<file path="config.mk">
export PLATFORM = sky130hd
export DESIGN_NAME = sample_sequencer
export DESIGN_NICKNAME = d
export VERILOG_FILES = /design/src/rtl/sample_sequencer_pkg.sv /design/src/rtl/sample_index_fifo.sv /design/src/rtl/sample_sequencer.sv
export SDC_FILE = /design/constraint.sdc
export NUM_CORES = 1
export LEC_CHECK = 0
export BUFFER_PORTS_ARGS = -buffer_cell sky130_fd_sc_hd__buf_2
export CAP_MARGIN = 20
export CORE_MARGIN = 2
export CORE_UTILIZATION = 50
export DETAILED_ROUTE_END_ITERATION = 8
export MAX_ROUTING_LAYER = met4
export PLACE_DENSITY = 0.74
export SYNTH_ARGS = -nofsm -noshare
export SYNTH_HDL_FRONTEND = slang
export SYNTH_HIERARCHICAL = 1
export SYNTH_SLANG_ARGS = --single-unit
</file>
<file path="constraint.sdc">
create_clock -name clk -period 2.73 [get_ports clk]
set_input_delay 0.1365 -clock clk [delete_from_list [all_inputs] [get_ports clk]]
set_output_delay 0.1365 -clock clk [all_outputs]
set_load 0.01 [all_outputs]
</file>
<file path="src/rtl/sample_sequencer_pkg.sv">
// sample_sequencer_pkg: FSM state encoding and sizing helper shared by the sequencer and its index FIFO
package sample_sequencer_pkg;
   typedef enum logic [1:0] {IDLE, ISSUE, DRAIN, DONE} seq_state_t;
   function automatic int clog2(input int value);
      int r;
      r = 0;
      while ((1 << r) < value) r++;
      return r;
   endfunction
endpackage

</file>
<file path="src/rtl/sample_index_fifo.sv">
// sample_index_fifo: synchronous valid/ready FIFO holding issued sample indices until error_fetcher takes them
module sample_index_fifo
   import sample_sequencer_pkg::*;
#(
   parameter int WIDTH = 10,
   parameter int DEPTH = 4
) (
   input  logic             clk,
   input  logic             rst,
   input  logic [WIDTH-1:0] push_data,
   input  logic             push_valid,
   output logic             push_ready,
   output logic [WIDTH-1:0] pop_data,
   output logic             pop_valid,
   input  logic             pop_ready
);
   localparam int AW = DEPTH > 1 ? clog2(DEPTH) : 1;
   localparam int CW = clog2(DEPTH + 1);
   logic [WIDTH-1:0] mem [DEPTH];
   logic [AW-1:0] wr_ptr, rd_ptr;
   logic [CW-1:0] count;
   logic push, pop;
   assign pop_valid = count != '0;
   assign push_ready = count != CW'(DEPTH) || pop_ready;
   assign push = push_valid && push_ready;
   assign pop = pop_valid && pop_ready;
   assign pop_data = mem[rd_ptr];
   always_ff @(posedge clk) begin
      if (push) mem[wr_ptr] <= push_data;
   end
   always_ff @(posedge clk) begin
      if (rst) begin
         wr_ptr <= '0;
         rd_ptr <= '0;
         count <= '0;
      end else begin
         if (push) wr_ptr <= (wr_ptr == AW'(DEPTH - 1)) ? '0 : wr_ptr + AW'(1);
         if (pop) rd_ptr <= (rd_ptr == AW'(DEPTH - 1)) ? '0 : rd_ptr + AW'(1);
         count <= count + CW'(push) - CW'(pop);
      end
   end
endmodule

</file>
<file path="src/rtl/sample_sequencer.sv">
// sample_sequencer: walks sample indices over epochs, issues them to the forward path and replays them in order
// to error_fetcher while capping the number of samples whose delta has not yet been retired
module sample_sequencer
   import sample_sequencer_pkg::*;
#(
   parameter int SAMPLE_ADDR_SIZE = 10,
   parameter int SAMPLE_NUM = 1000,
   parameter int EPOCH_WIDTH = 16,
   parameter int MAX_INFLIGHT = 4
) (
   input  logic                        clk,
   input  logic                        rst,
   input  logic                        start,
   input  logic [EPOCH_WIDTH-1:0]      epoch_count,
   output logic                        busy,
   output logic                        done,
   output logic [EPOCH_WIDTH-1:0]      epoch_index,
   output logic [SAMPLE_ADDR_SIZE-1:0] fwd_sample_index,
   output logic                        fwd_sample_index_valid,
   input  logic                        fwd_sample_index_ready,
   output logic [SAMPLE_ADDR_SIZE-1:0] err_sample_index,
   output logic                        err_sample_index_valid,
   input  logic                        err_sample_index_ready,
   input  logic                        delta_retire,
   input  logic                        error,
   output logic                        error_flag
);
   localparam int IW = clog2(MAX_INFLIGHT + 1);
   localparam logic [SAMPLE_ADDR_SIZE-1:0] LAST_SAMPLE = SAMPLE_ADDR_SIZE'(SAMPLE_NUM - 1);
   seq_state_t state;
   logic [EPOCH_WIDTH-1:0] epochs;
   logic [IW-1:0] inflight;
   logic fifo_ready, fifo_valid, fwd_fire, retire, last_sample, last_epoch;
   // fifo_ready is redundant with the inflight cap (a full FIFO implies a full cap) but keeps the push guarded
   assign fwd_sample_index_valid = state == ISSUE && inflight < IW'(MAX_INFLIGHT) && fifo_ready;
   assign fwd_fire = fwd_sample_index_valid && fwd_sample_index_ready;
   assign retire = delta_retire && inflight != '0;
   assign last_sample = fwd_sample_index == LAST_SAMPLE;
   assign last_epoch = epoch_index == epochs - EPOCH_WIDTH'(1);
   assign err_sample_index_valid = fifo_valid;
   sample_index_fifo #(.WIDTH(SAMPLE_ADDR_SIZE), .DEPTH(MAX_INFLIGHT)) u_fifo (
      .clk        (clk),
      .rst        (rst),
      .push_data  (fwd_sample_index),
      .push_valid (fwd_fire),
      .push_ready (fifo_ready),
      .pop_data   (err_sample_index),
      .pop_valid  (fifo_valid),
      .pop_ready  (err_sample_index_ready)
   );
   always_ff @(posedge clk) begin
      if (rst) begin
         state <= IDLE;
         busy <= 1'b0;
         done <= 1'b0;
         epochs <= '0;
         epoch_index <= '0;
         fwd_sample_index <= '0;
         inflight <= '0;
         error_flag <= 1'b0;
      end else begin
         done <= 1'b0;
         inflight <= inflight + IW'(fwd_fire) - IW'(retire);
         if (busy && error) error_flag <= 1'b1;
         case (state)
            IDLE: if (start) begin
               epochs <= epoch_count;
               error_flag <= 1'b0;
               epoch_index <= '0;
               fwd_sample_index <= '0;
               busy <= 1'b1;
               state <= (epoch_count == '0) ? DONE : ISSUE;
            end
            ISSUE: begin
               if (fwd_fire) begin
                  fwd_sample_index <= last_sample ? '0 : fwd_sample_index + SAMPLE_ADDR_SIZE'(1);
                  if (last_sample && !last_epoch) epoch_index <= epoch_index + EPOCH_WIDTH'(1);
               end
               if (error || (fwd_fire && last_sample && last_epoch)) state <= DRAIN;
            end
            DRAIN: if (inflight == '0 && !fifo_valid) state <= DONE;
            DONE: begin
               done <= 1'b1;
               busy <= 1'b0;
               state <= IDLE;
            end
         endcase
      end
   end
endmodule
</file>
==> results.toml <==
[setup_path]
worstPathRequired_ns = 3.02
cp-end-kind = "flip-flop"
arrival_ns = 3.07
startpoint_type = "flip-flop"
critPathKind = "flip-flop to flip-flop"
reg2reg_slack_ns = -0.05
path_max_fanout = 5
reg2reg_from = "epochs[3]$_SDFFE_PP0P_"
rr_worst_depth = 10
crit-reg2reg-capture = "epoch_index[8]$_SDFFE_PP0P_"

[timing]
setup_ws_ns = -0.0496
hold_viol = 0
fin_crit_ns = 2.78
skew_ns = 0.0143
finalCritPeriodShare_pct = 102
max-slew-margin-rel_pct = 56.8
maxSlewViolCount = 0
timing.fmax_ghz = 0.360
setup-violations-final = 5
worst-slew-pin-transition_ns = 0.647
rsz0062_at_grt = "true"

[detailed_routing]
drt-wirelength-per-cell_um = 15.4
via_per_inst = 5.48
first_pass_iters = 4
routed_wl_um = 10600
num_vias = 3776
drtAntennaViolNets = 0
drt-initial-drc-count = 244
drc = 0

[die]
die_area_um2 = 10400
pin_count = 64
die_w_um = 102
initial_utilization_pct = 51.6
core_area_um2 = 9280
die_height_um = 102
rows = 35

[run_status]
status = "finished, violations left"
violations = "negative setup slack"

[yosys]
netlist_area_um2 = 4790
ys_seq_area_share_pct = 49.7
ys_warn_count = 6
synth_nets = 496
synthCells = 455
synth_edf_count = 40
yosysUniqueCellTypes = 61
async_flop_share_pct = 0
synth_ff_type = "dfxtp_1"
ys_ff_latch = 99
avgSynthCellArea_um2 = 10.5

[min_path]
hold_path_class = "input port to flip-flop"
min_to = "epochs[3]$_SDFFE_PP0P_"
min_path_cells = 3
hp-start = "epoch_count[3]"

[clock_network]
path_clk_slew_ns = 0.11
root_buffer = "clkbuf_8"
cts_tree = "built"
clk_path_buf_depth = 2
clock-sinks = 99
h-tree-depth = 3
numCtsBuffers = 9
clock_latency_ns = 0.37

[power_and_ir_drop]
power_leakage_nw = 2.36
powerDensity_nw_per_um2 = 766
peakVddDrop_mv = 0.467
p_total_mw = 4.53

[final_layout]
synthToLayoutAreaGrowth_pct = 23.6
diodes = 0
layout.nets = 596
drive_gt1_share_pct = 31.6
fillers = 764
final_cell_area_um2 = 5920

[job]
max_cap_violations = 0

[placed_design]
portBuffers = 63
dpl.hpwl_um = 7580
gp_congestion = 0.852
placed_cell_area_um2 = 5430

[global_routing]
antenna_found_initial = 0
grtUsageTotal_pct = 22.0
grt_max_degree = 37
grt_pass1_vias = 3576
gr-total-overflow = 0
grt_pass1_wl_um = 17300
[cells in the final DEF, fill, tap and decap left out, types with 3 or more instances in the layout]
cell type	instances
and2_1	3
o31ai_1	4
a21oi_1	34
inv_8	3
xnor2_1	11
or3_1	18
edfxtp_1	40
nand3_1	13
and3_1	9
dfxtp_2	5
nor2b_1	4
clkbuf_8	9
buf_4	36
mux2i_1	3
mux4_2	10
dlygate4sd3_1	4
nand2_1	52
ha_1	13
dfxtp_1	53
a21oi_2	5
nand3b_1	3
o21ai_0	8
o21ai_1	13
xor2_1	16
buf_2	63
nor4_4	3
nand4_1	9
inv_6	4
nor2_1	28
inv_1	13
nand2b_1	3
nor3_1	3
nand4b_1	4
[Yosys cell counts (5+ instances only)]
| cell type | count | area share [%] |
|---|---|---|
| a21oi_1 | 38 | 4.0 |
| and3_1 | 10 | 1.3 |
| buf_2 | 5 | 0.52 |
| clkbuf_1 | 9 | 0.71 |
| dfxtp_1 | 59 | 25 |
| edfxtp_1 | 40 | 25 |
| ha_1 | 16 | 4.2 |
| inv_1 | 17 | 1.3 |
| mux4_2 | 10 | 4.7 |
| nand2_1 | 53 | 4.2 |
| nand3_1 | 13 | 1.4 |
| nand4_1 | 9 | 1.2 |
| nor2_1 | 28 | 2.2 |
| o21ai_0 | 10 | 1.0 |
| o21ai_1 | 11 | 1.1 |
| or3_1 | 20 | 2.6 |
| xnor2_1 | 11 | 2.0 |
| xor2_1 | 17 | 3.1 |
[sequential cells by signal (all words and copies together) (netlist names), 2 cells and up, named ones only]
signal	count
inflight	3
u_fifo/count	3
u_fifo/mem	40
epoch_index	16
fwd_sample_index	10
u_fifo/wr_ptr	2
u_fifo/rd_ptr	2
state	2
epochs	16
[what timing repair did]
| item | in CTS | in global routing |
|---|---|---|
| pin swaps | 7 | 17 |
| gates cloned | 0 | 1 |
| gates resized for setup | 9 | 36 |
| endpoints found under the setup margin | 8 | 20 |
| buffers inserted | 2 | 6 |
| hold endpoints to repair | 4 | 0 |
| hold buffers | 4 | 0 |
[worst max-delay path, cell delays in order (launching register included)]
cell	delay, ns
dfxtp_4	0.37
or4_4	0.57
nor4_4	0.31
nor2_1	0.09
nor3_2	0.23
a211oi_2	0.07
a21oi_2	0.25
o21ai_4	0.13
buf_6	0.17
or3_4	0.36
a21oi_2	0.15
[logic make-up after synthesis]
| kind of cell | Yosys count | share of synthesized area (%) |
|---|---|---|
| simple gates | 179 | 20.7 |
| flops | 99 | 49.7 |
| compound gates | 84 | 11.2 |
| buf+inv | 34 | 2.95 |
| xor+xnor | 28 | 5.12 |
| fa+ha+maj | 18 | 5.01 |
| mux | 13 | 5.33 |
[report_power, final]
part / internal [mW] / switching, mW
Combinational: 0.849 / 0.906
Sequential: 1.68 / 0.156
Clock: 0.373 / 0.566
[per-layer routing]
layer	GRT usage, %	share of wire, %
met5	-	0
met4	7.38	1.3
met3	3.42	4.5
met2	34.4	50
met1	29.4	44
[worst max path at each step]
| stage | start | end | depth (start not counted) |
|---|---|---|---|
| 3_5_place_dp | epochs[0]$_SDFFE_PP0P_ | epoch_index[4]$_SDFFE_PP0P_ | 12 |
| 4_1_cts | u_fifo/count[0]$_SDFF_PP0_ | u_fifo/count[2]$_SDFF_PP0_ | 14 |
| 5_1_grt | epochs[1]$_SDFFE_PP0P_ | epoch_index[8]$_SDFFE_PP0P_ | 13 |
| 6_report | epochs[3]$_SDFFE_PP0P_ | epoch_index[8]$_SDFFE_PP0P_ | 10 |
| 2_1_floorplan | u_fifo/count[1]$_SDFF_PP0_ | u_fifo/count[2]$_SDFF_PP0_ | 15 |
| 3_3_place_gp | epochs[0]$_SDFFE_PP0P_ | epoch_index[6]$_SDFFE_PP0P_ | 12 |
[final cells by class]
type	count	area (um2)	area share, %
Tap cell	129	161	2.73
Multi-Input combinational cell	322	2430	41.0
Inverter	17	71.3	1.20
Timing Repair Buffer	106	668	11.3
Sequential cell	99	2390	40.4
Clock inverter	7	76.3	1.29
Clock buffer	9	124	2.09
[metrics by stage]
step                utilization (%)  hold slack, ns  setup WS [ns]  std cells  TNS (ns)
global placement               58.5           0.389        -0.0119        660   -0.0437
finish                         63.8         0.00984        -0.0496        689    -0.151
CTS                            61.8        0.000433        0.00402        682         0
floorplan                         -           0.272       0.000105        455         0
detailed placement             58.5           0.399         -0.102        660    -0.424
global route                   63.8         0.00111         -0.176        689     -1.95
(Power assumes the default switching activity.)
